$ cat src/rtl/can_tx_fetch.sv
// can_tx_fetch: pulls one frame at a time from the 128-bit CAN transmit FIFO,
// holds it, offers the unpacked fields to the bit-stream transmitter and
// re-offers the same frame after arbitration loss or bus error until the
// retry limit is used up or the frame is aborted.
module can_tx_fetch #(
    parameter int unsigned MAX_RETRY = 8
) (
    input  logic         i_sys_clk,
    input  logic         i_reset_n,
    input  logic         i_enable,
    input  logic         i_fifo_empty,
    input  logic [127:0] i_fifo_r_data,
    output logic         o_fifo_r_en,
    output logic         o_tx_valid,
    input  logic         i_tx_ready,
    output logic [28:0]  o_tx_id,
    output logic         o_tx_ide,
    output logic         o_tx_rtr,
    output logic [3:0]   o_tx_dlc,
    output logic [3:0]   o_tx_len,
    output logic [63:0]  o_tx_data,
    input  logic         i_tx_done,
    input  logic         i_tx_arb_lost,
    input  logic         i_tx_error,
    input  logic         i_abort,
    output logic         o_tx_ok,
    output logic         o_drop,
    output logic         o_busy,
    output logic [7:0]   o_retry_cnt
);

    localparam logic [7:0] RETRY_LIMIT = 8'(MAX_RETRY);

    typedef enum logic [1:0] {
        IDLE,
        OFFER,
        ACTIVE
    } state_t;

    state_t       state;
    logic [127:0] hold;
    logic         armed;
    logic         abort_pending;
    logic         tx_valid;
    logic         busy;
    logic         tx_ok;
    logic         drop;
    logic [7:0]   retry_cnt;

    logic         fetch;
    logic         failed;
    logic         give_up;
    logic         unused_reserved;

    // armed keeps IDLE for one full cycle after reset release or frame
    // completion, so a pop never lands in the same cycle as o_tx_ok/o_drop.
    assign fetch   = (state == IDLE) && armed && i_enable && !i_fifo_empty;
    assign failed  = i_tx_arb_lost || i_tx_error;
    // An abort arriving together with the failure pulse counts as pending.
    assign give_up = abort_pending || i_abort || (retry_cnt == RETRY_LIMIT);

    // Reserved word bits are captured but have no field to drive.
    assign unused_reserved = ^hold[127:99];

    // Fetch/offer/outcome sequencing with registered status outputs.
    always_ff @(posedge i_sys_clk or negedge i_reset_n) begin
        if (!i_reset_n) begin
            state         <= IDLE;
            hold          <= '0;
            armed         <= 1'b0;
            abort_pending <= 1'b0;
            tx_valid      <= 1'b0;
            busy          <= 1'b0;
            tx_ok         <= 1'b0;
            drop          <= 1'b0;
            retry_cnt     <= '0;
        end else begin
            tx_ok <= 1'b0;
            drop  <= 1'b0;
            case (state)
                IDLE: begin
                    abort_pending <= 1'b0;
                    if (fetch) begin
                        hold      <= i_fifo_r_data;
                        retry_cnt <= '0;
                        armed     <= 1'b0;
                        tx_valid  <= 1'b1;
                        busy      <= 1'b1;
                        state     <= OFFER;
                    end else begin
                        armed <= 1'b1;
                    end
                end
                OFFER: begin
                    if (i_abort) begin
                        drop          <= 1'b1;
                        tx_valid      <= 1'b0;
                        busy          <= 1'b0;
                        abort_pending <= 1'b0;
                        state         <= IDLE;
                    end else if (i_tx_ready) begin
                        tx_valid <= 1'b0;
                        state    <= ACTIVE;
                    end
                end
                ACTIVE: begin
                    if (i_tx_done) begin
                        tx_ok         <= 1'b1;
                        busy          <= 1'b0;
                        abort_pending <= 1'b0;
                        state         <= IDLE;
                    end else if (failed) begin
                        if (give_up) begin
                            drop          <= 1'b1;
                            busy          <= 1'b0;
                            abort_pending <= 1'b0;
                            state         <= IDLE;
                        end else begin
                            retry_cnt <= retry_cnt + 8'd1;
                            tx_valid  <= 1'b1;
                            state     <= OFFER;
                        end
                    end else if (i_abort) begin
                        abort_pending <= 1'b1;
                    end
                end
                default: begin
                    state <= IDLE;
                end
            endcase
        end
    end

    assign o_fifo_r_en = fetch;
    assign o_tx_valid  = tx_valid;
    assign o_tx_ok     = tx_ok;
    assign o_drop      = drop;
    assign o_busy      = busy;
    assign o_retry_cnt = retry_cnt;

    assign o_tx_data = hold[63:0];
    assign o_tx_dlc  = hold[67:64];
    assign o_tx_rtr  = hold[68];
    assign o_tx_ide  = hold[69];
    assign o_tx_id   = hold[98:70];
    assign o_tx_len  = hold[68] ? 4'd0 : ((hold[67:64] > 4'd8) ? 4'd8 : hold[67:64]);

endmodule

$ cat config.mk
export PLATFORM = sky130hd
export DESIGN_NAME = can_tx_fetch
export DESIGN_NICKNAME = d
export VERILOG_FILES = /design/src/rtl/can_tx_fetch.sv
export SDC_FILE = /design/constraint.sdc
export NUM_CORES = 1
export LEC_CHECK = 0
export ABC_AREA = 1
export ABC_CLOCK_PERIOD_IN_PS = 2480
export CAP_MARGIN = 0
export CELL_PAD_IN_SITES_DETAIL_PLACEMENT = 1
export CELL_PAD_IN_SITES_GLOBAL_PLACEMENT = 2
export CORE_ASPECT_RATIO = 0.9
export CORE_MARGIN = 3
export CORE_UTILIZATION = 23
export CTS_BUF_LIST = sky130_fd_sc_hd__clkbuf_4
export DETAILED_ROUTE_END_ITERATION = 12
export GPL_TIMING_DRIVEN = 1
export MAX_ROUTING_LAYER = met4
export PLACE_DENSITY = 0.86
export SETUP_SLACK_MARGIN = 0.05
export SKIP_LAST_GASP = 1
export SYNTH_ARGS = -nofsm -noshare
export SYNTH_HDL_FRONTEND = slang
export SYNTH_SLANG_ARGS = --single-unit
$ cat constraint.sdc
create_clock -name i_sys_clk -period 2.48 [get_ports i_sys_clk]
set_input_delay 0.62 -clock i_sys_clk [delete_from_list [all_inputs] [get_ports i_sys_clk]]
set_output_delay 0.62 -clock i_sys_clk [all_outputs]
set_load 0.05 [all_outputs]
==> results.yml, run 1 <==
pwr:
  p_leak_nw: 4.46
  p_sw_w: 0.00563
  internal_power_w: 0.00517
  power_w: 0.0108
  switching_share_pct: 52.1
  p_comb_share_pct: 56.9
  power_frac_seq_pct: 28.8
  pwr-share-clk_pct: 14.3
  powerDensity_nw_per_um2: 1400
  worst_ir_drop_vdd_v: 0.000693
layout:
  instances_no_fill: 1080
  fillers: 2355
  area_delta_synth_final_pct: 62.1
  nets: 954
  final_layout_size_suffix_gt1_share_pct: 7.16
floorplanning:
  rows: 49
  die_h_um: 143
  fp.dieW_um: 158
  core_um2: 20200
  pin_count: 253
  start_util_pct: 23.7
  die_area_um2: 22500
placed_design:
  io_buffers: 223
  place_congestion: 0.763
  dp_slack_ps: 273
  placed_cells: 1044
  dpl.hpwl_um: 11200
critical_path:
  critical_path_required_ps: 1860
  cp_num_cells: 1
  r2r_cells: 9
  cp_max_fo: 2
  path_cells: "clkdlybuf4s50_1"
  max_stage_delay_ps: 810
  worstPathArrival_ps: 1700
  cp_top_family: "buffers and inverters"
  critical_path.endpoint_type: "output pin"
  crit_slowest_cell: "clkdlybuf4s50_1"
  criticalPathCategory: "reg -> out"
  worst-path-buf-inv: 1
  start_kind: "flip-flop"
synth:
  synth_top_area_share_pct: 60.3
  syn_area_um2: 4780
  yosysSeqAreaShare_pct: 60.3
  synthDistinctLibCells: 19
  synth_compound_area_share_pct: 1.41
  yosysTopAreaCell: "dfrtp_1"
  synth.yosys.warnings: 0
  synth_xor_xnor_area_share_pct: 0
  synth.area.mux_share_pct: 0
  synth_area_leaders: "dfrtp_1, nand2_1, nor2_1"
  avgSynthCellArea_um2: 8.26
  synth_top_family_by_area: "simple AND/OR/NAND/NOR gates"
  synth_nets: 721
  synth-seq-cells: 115
  synth-adder-area-share_pct: 1.57
  yosys.area_share.simple_pct: 32.4
  synthCells: 578
min_path:
  hold_path.class: "reg -> reg"
  hold_depth: 2
drt:
  first_iter_violations: 165
  postRouteAntennaNets: 0
  firstDrtPassIters: 4
  totalWireLength_um: 15900
  vias: 4568
  routed_via_density: 4.23
  routedWlPerCell_um: 14.8
  drc: 0
global_route:
  busiest_layer: "met2"
  grt-ovfl-total: 0
  grt_pass1_vias: 5051
  met3_usage_pct: 6.21
  grt_use_total_pct: 15.0
  use_met2_pct: 23.1
  grt_start_max_net_pins: 104
  antenna_found_initial: 1
  grt_pass1_wl_um: 25400
  met1_usage_pct: 17.7
sta:
  slew_headroom_pct: 62.8
  finalMaxSlewViolations: 0
  fmax_mhz: 431
  final-setup-viol-count: 0
  fin_skew_ps: 34.3
  fin_ws_ps: 158
  fin_crit_sh_pct: 93.6
  finalWorstPathRequiredPeriod_ps: 2320
  hold_violations: 0
  hold_slack_ps: 485
  worst_pin_slew_ps: 557
  rsz0062_at_grt: "no"
cts:
  clkLatencyLatePin_ps: 550
  cts_tree: "done"
  clock-sinks: 115
  root_buffer: "clkbuf_4"
  h-tree-depth: 4
  cts_buffer_depth: 2
  clk_pin_slew_ps: 110
  cts_buffers: 17
outcome:
  run_status: "complete, no violations"
flow_run:
  max_cap_violations: 0
-- state kept, by name, summed over array words and instances (netlist names) --
name and count:
abort_pending 1, state 2, o_tx_valid 1, o_busy 1, hold 99, o_drop 1
o_tx_ok 1, o_retry_cnt 8, armed 1
-- timing repair --
item,CTS,global route
gates resized for setup,56,51
buffers inserted,1,1
endpoints found under the hold margin,27,0
hold buffers,1,0
endpoints found under the setup margin,52,50
-- cell type report --
type                            count  area (um2)  area share [%]
Inverter                           23        87.6            1.13
Sequential cell                   115        2880            37.2
Tap cell                          255         319            4.12
Clock inverter                     14         180            2.33
Multi-Input combinational cell    418        1710            22.1
Clock buffer                       18         135            1.75
Timing Repair Buffer              236        2430            31.4
Antenna cell                        1        2.50          0.0323
-- cells in the final DEF (no fill, tap or decap), drive strengths merged --
cell type / netlist / final
buf: 17 / 16
clkinv: 0 / 5
dlygate4sd2: 0 / 49
nand4: 1 / 1
ha: 6 / 6
nor2: 25 / 25
bufinv: 0 / 3
nand2: 349 / 349
inv: 23 / 24
dlygate4sd3: 0 / 1
nand3b: 3 / 3
clkbuf: 5 / 19
diode: 0 / 1
a21oi: 4 / 4
o21ai: 8 / 8
clkdlybuf4s15: 0 / 1
clkinvlp: 0 / 5
o21bai: 1 / 1
nor3: 4 / 4
dfrtp: 115 / 115
dlymetal6s2s: 0 / 48
clkdlybuf4s50: 0 / 120
or2: 1 / 1
nand3: 16 / 16
-- per-layer routing --
metal,vias up,routed length (um)
li1,2224,-
met1,2153,6930
met2,170,7190
met3,21,1480
met4,0,337
met5,-,0
-- path summary, 6_finish.rpt --
check / startpoint / end / slack, ps
min reg2reg: hold[31] / hold[31] / 490
min in group asynchronous: i_reset_n / hold[71] / 540
max: hold[45] / o_tx_data[45] / 160
max in group asynchronous: i_reset_n / hold[17] / 1330
max reg2reg: state[1] / o_retry_cnt[1] / 670
min: hold[31] / hold[31] / 490
-- worst min-delay path, stage by stage (launching register included) --
cell     delay [ps]
dfrtp_1         360
nand2_1          50
nand2_1          50
-- Yosys cell counts (all sizes together) --
library cell    n
clkbuf          5
nor2           25
nand3          16
nand2         349
buf            17
nand3b          3
o21bai          1
inv            23
or2             1
ha              6
nor3            4
nand4           1
dfrtp         115
o21ai           8
a21oi           4
-- cells by family after synthesis --
family	count (synthesis)
AND/OR/NAND/NOR	399
adder cells (fa/ha/maj)	6
buffers and inverters	45
AO/OA/AOI/OAI	13
flip-flops	115
-- through the flow --
| step | instance area [um2] | setup TNS, ps | util, % |
|---|---|---|---|
| CTS | 7610 | -66.9 | 37.8 |
| global placement | 7330 | 0 | 36.3 |
| finish | 7740 | 0 | 38.4 |
| detailed placement | 7330 | 0 | 36.3 |
| floorplan | 4780 | 0 | - |
| global route | 7740 | 0 | 38.4 |
-- power groups by stage --
stage                     logic, W  clock network [W]  registers, W
after global placement     0.00638                  0       0.00316
after global routing       0.00659            0.00172       0.00323
final                      0.00615            0.00154       0.00311
after detailed placement   0.00644                  0       0.00318
after CTS                  0.00627            0.00163       0.00315
after floorplan            0.00132                  0       0.00589
No activity file was read; power rests on OpenSTA's default activity.
==> inputs of run 2 (changes only) <==
--- a/config.mk
+++ b/config.mk
@@ -12,13 +12,14 @@
 export CELL_PAD_IN_SITES_GLOBAL_PLACEMENT = 2
 export CORE_ASPECT_RATIO = 0.9
 export CORE_MARGIN = 3
-export CORE_UTILIZATION = 23
+export CORE_UTILIZATION = 30
 export CTS_BUF_LIST = sky130_fd_sc_hd__clkbuf_4
 export DETAILED_ROUTE_END_ITERATION = 12
+export DONT_BUFFER_PORTS = 1
 export GPL_TIMING_DRIVEN = 1
 export MAX_ROUTING_LAYER = met4
-export PLACE_DENSITY = 0.86
-export SETUP_SLACK_MARGIN = 0.05
+export PLACE_DENSITY = 0.71
+export SETUP_SLACK_MARGIN = 0.1
 export SKIP_LAST_GASP = 1
 export SYNTH_ARGS = -nofsm -noshare
 export SYNTH_HDL_FRONTEND = slang
==> results.yml, run 2 (same netlist as run 1, synthesis figures left out) <==
drt:
  drc: 0
  firstDrtPassIters: 4
  totalWireLength_um: 13400
  postRouteAntennaNets: 0
  routedWlPerCell_um: 16.5
  vias: 3778
  first_iter_violations: 163
  routed_via_density: 4.65
flow_run:
  max_cap_violations: 0
outcome:
  run_status: "complete, but fails checks"
  violations: "hold timing"
placed_design:
  io_buffers: 0
  dpl.hpwl_um: 9340
  place_congestion: 0.786
  placed_cells: 777
sta:
  finalWorstPathRequiredPeriod_ps: 2210
  rsz0062_at_grt: "no"
  hold_slack_ps: -194
  finalMaxSlewViolations: 0
  worst_pin_slew_ps: 680
  fin_crit_sh_pct: 89.0
  slew_headroom_pct: 54.6
  fin_skew_ps: 20.3
  hold_violations: 115
  setup_tns_ps: 0
  fmax_mhz: 453
  final-setup-viol-count: 0
global_route:
  grt_start_max_net_pins: 116
  grt-ovfl-total: 0
  grt_pass1_wl_um: 21800
  grt_pass1_vias: 4120
  antenna_found_initial: 0
  grt_use_total_pct: 16.2
pwr:
  power_w: 0.00907
  p_leak_nw: 2.89
  worst_ir_drop_vdd_v: 0.000644
  powerDensity_nw_per_um2: 1680
layout:
  largest_register_ffs: 99
  antenna_cells: 0
  nets: 742
  instances_no_fill: 812
  layout.cells.most_common_list: "nand2_1, dfrtp_1, nor2_1"
  fillers: 1874
  area_delta_synth_final_pct: 12.8
  layout_commonest_cell: "nand2_1"
  largest-register: "hold"
  final_layout_size_suffix_gt1_share_pct: 10.3
critical_path:
  r2r_slack_ps: 610
  critical_path_required_ps: 1860
  cp_max_fo: 4
  start_kind: "flip-flop"
  critical_path.endpoint_type: "output pin"
  criticalPathCategory: "reg -> out"
  worstPathArrival_ps: 1590
cts:
  clock-sinks: 115
  cts_tree: "done"
  cts_buffer_depth: 2
  root_buffer: "clkbuf_4"
  cts_buffers: 17
  h-tree-depth: 4
  clkLatencyLatePin_ps: 510
  clk_pin_slew_ps: 110
floorplanning:
  start_util_pct: 30.8
  core_um2: 15500
  die_area_um2: 17500
  fp.dieW_um: 139
  rows: 43
  die_h_um: 126
  pin_count: 253
min_path:
  hold_path.class: "in -> async"
## run 2: critical path, cell delays in order (launching register included)
cell and delay (ps):
dfrtp_4 600, inv_1 130, nand2_1 70, nor2_2 110, buf_6 170
## run 2: through the flow
step	setup slack (ps)	instance area, um2	util, %	hold WS, ps
6_report	274	5390	34.8	-194
3_3_place_gp	466	5080	32.8	328
2_1_floorplan	399	4790	-	324
5_1_grt	126	5390	34.8	-296
4_1_cts	17.6	5320	34.3	-277
3_5_place_dp	420	5080	32.8	328
## run 2: layout make-up
class | instances | area [um2] | area share [%]
inverter | 23 | 98.8 | 1.84
timing repair buffer | 22 | 181 | 3.37
tap | 202 | 253 | 4.69
clock buffer | 18 | 135 | 2.51
sequential | 115 | 2880 | 53.5
multi-input combinational | 418 | 1720 | 32.0
timing repair inverter | 2 | 17.5 | 0.325
clock inverter | 12 | 93.8 | 1.74
## run 2: timing repair
item	4_1_cts	5_1_grt
setup buffers	0	3
gates cloned	0	2
pin swaps	0	1
endpoints found under the hold margin	115	115
resized for setup	2	8
setup endpoints to repair	3	3
## run 2: path summary, 6_finish.rpt
check,start,end,cells after the start
worst max-delay path,hold[67],o_tx_len[2],4
worst min-delay path,i_reset_n,o_retry_cnt[2],0
worst max register to register,state[0],o_retry_cnt[7],9
worst min register to register,abort_pending,abort_pending,2
max in group asynchronous,i_reset_n,state[0],0
min in group i_sys_clk,i_fifo_r_data[50],hold[50],2
## run 2: power breakdown
| part | switching, W | internal, W |
|---|---|---|
| logic | 0.00128 | 0.000659 |
| registers | 0.00331 | 0.00264 |
| clock network | 0.000701 | 0.000482 |
| total | 0.00529 | 0.00378 |
## run 2: per-layer routing
| metal | GRT usage (%) | share of wire, % |
|---|---|---|
| met5 | - | 0 |
| met4 | 4.55 | 1.0 |
| met3 | 6.57 | 9.0 |
| met2 | 25.5 | 48 |
| met1 | 19.3 | 42 |
==> inputs of run 3 (changes only) <==
--- a/config.mk
+++ b/config.mk
@@ -11,7 +11,7 @@
 export CELL_PAD_IN_SITES_DETAIL_PLACEMENT = 1
 export CELL_PAD_IN_SITES_GLOBAL_PLACEMENT = 2
 export CORE_ASPECT_RATIO = 0.9
-export CORE_MARGIN = 3
+export CORE_MARGIN = 4
 export CORE_UTILIZATION = 30
 export CTS_BUF_LIST = sky130_fd_sc_hd__clkbuf_4
 export DETAILED_ROUTE_END_ITERATION = 12
==> results.yml, run 3 (same netlist as run 1, synthesis figures left out) <==
sta:
  hold_slack_ps: -217
  final-setup-viol-count: 0
  fin_crit_sh_pct: 89.7
  finalMaxSlewViolations: 0
  worst_pin_slew_ps: 572
  setup_tns_ps: 0
  fin_skew_ps: 17.9
  hold_violations: 115
  fmax_mhz: 450
  finalWorstPathRequiredPeriod_ps: 2220
  slew_headroom_pct: 61.9
  rsz0062_at_grt: "yes"
cts:
  cts_tree: "done"
  clock-sinks: 115
  cts_buffers: 17
  cts_buffer_depth: 2
  clkLatencyLatePin_ps: 520
  clk_pin_slew_ps: 110
  root_buffer: "clkbuf_4"
  h-tree-depth: 4
placed_design:
  io_buffers: 0
  place_congestion: 0.793
  placed_cells: 778
  dpl.hpwl_um: 9630
floorplanning:
  rows: 43
  core_um2: 15500
  die_h_um: 128
  die_area_um2: 18000
  pin_count: 253
  start_util_pct: 30.8
  fp.dieW_um: 141
pwr:
  p_leak_nw: 2.93
  powerDensity_nw_per_um2: 1720
  worst_ir_drop_vdd_v: 0.000739
layout:
  layout_commonest_cell: "nand2_1"
  largest_register_ffs: 99
  layout.cells.most_common_list: "nand2_1, dfrtp_1, nor2_1"
  antenna_cells: 0
  fillers: 1872
  nets: 742
  final_layout_size_suffix_gt1_share_pct: 10.3
  largest-register: "hold"
  area_delta_synth_final_pct: 14.3
  instances_no_fill: 814
drt:
  drc: 0
  routedWlPerCell_um: 16.8
  routed_via_density: 4.63
  vias: 3767
  totalWireLength_um: 13700
  first_iter_violations: 177
  firstDrtPassIters: 4
  postRouteAntennaNets: 0
critical_path:
  path_cells: "inv_1 -> ha_4 -> nand4_4 -> clkinv_8"
  cp_max_fo: 5
  worst-path-buf-inv: 2
  cp_top_family: "flip-flops"
  critical_path_required_ps: 1860
  worstPathArrival_ps: 1600
  start_kind: "flip-flop"
  crit_slowest_cell: "dfrtp_1"
  critical_path.endpoint_type: "output pin"
  criticalPathCategory: "reg -> out"
  max_stage_delay_ps: 430
global_route:
  grt_use_total_pct: 15.6
  antenna_found_initial: 0
  grt-ovfl-total: 0
  grt_pass1_vias: 3957
  grt_start_max_net_pins: 116
  grt_pass1_wl_um: 21400
outcome:
  violations: "hold timing"
  run_status: "complete, but fails checks"
min_path:
  hold_path.class: "in -> async"
flow_run:
  max_cap_violations: 0
## run 3: cell count changes in the layout (fill, tap and decap cells not counted), sizes merged
cell / change
clkinv: -2
bufinv: +3
clkbuf: +1
## run 3: path summary, 6_finish.rpt
check | depth (start not counted) | endpoint | startpoint | slack (ps)
min in group i_sys_clk | 2 | hold[23] | i_fifo_r_data[23] | 210
max in group asynchronous | 0 | hold[68] | i_reset_n | 2540
max | 4 | o_fifo_r_en | state[0] | 260
max reg2reg | 10 | o_retry_cnt[6] | state[0] | 490
min reg2reg | 2 | abort_pending | abort_pending | 500
min | 0 | o_busy | i_reset_n | -220
## run 3: metal layers
| metal | GRT usage [%] | share of wire [%] | wire, um |
|---|---|---|---|
| met1 | 19.2 | 43 | 5850 |
| met4 | 5.24 | 1.5 | 212 |
| met5 | - | 0 | 0 |
| met3 | 7.05 | 10 | 1390 |
| met2 | 22.9 | 46 | 6230 |
## run 3: repair_timing
| item | CTS | global route |
|---|---|---|
| endpoints found under the setup margin | 3 | 5 |
| gates resized for setup | 4 | 2 |
| gates cloned | 0 | 2 |
| setup buffers | 1 | 1 |
| pin swaps | 1 | 1 |
| hold endpoints to repair | 115 | 115 |
## run 3: layout make-up
| type | count | area, um2 | area share, % |
|---|---|---|---|
| Tap cell | 202 | 253 | 4.63 |
| Sequential cell | 115 | 2880 | 52.8 |
| Clock inverter | 13 | 165 | 3.03 |
| Timing Repair Buffer | 22 | 178 | 3.26 |
| Multi-Input combinational cell | 418 | 1720 | 31.6 |
| Inverter | 23 | 98.8 | 1.81 |
| Timing Repair inverter | 2 | 17.5 | 0.321 |
| Clock buffer | 19 | 143 | 2.61 |
## run 3: report_power, final
part | internal (W) | switching [W]
sequential | 0.00263 | 0.00331
combinational | 0.000658 | 0.00128
clock | 0.000804 | 0.000708
## run 3: stage by stage
stage / util [%] / instance area [um2] / total power, W / setup slack, ps
3_5_place_dp: 32.8 / 5090 / 0.00792 / 262
3_3_place_gp: 32.8 / 5090 / 0.00780 / 342
2_1_floorplan: - / 4790 / 0.00722 / 399
6_report: 35.2 / 5460 / 0.00939 / 256
4_1_cts: 35.0 / 5420 / 0.00949 / 117
5_1_grt: 35.2 / 5460 / 0.00997 / 88.5
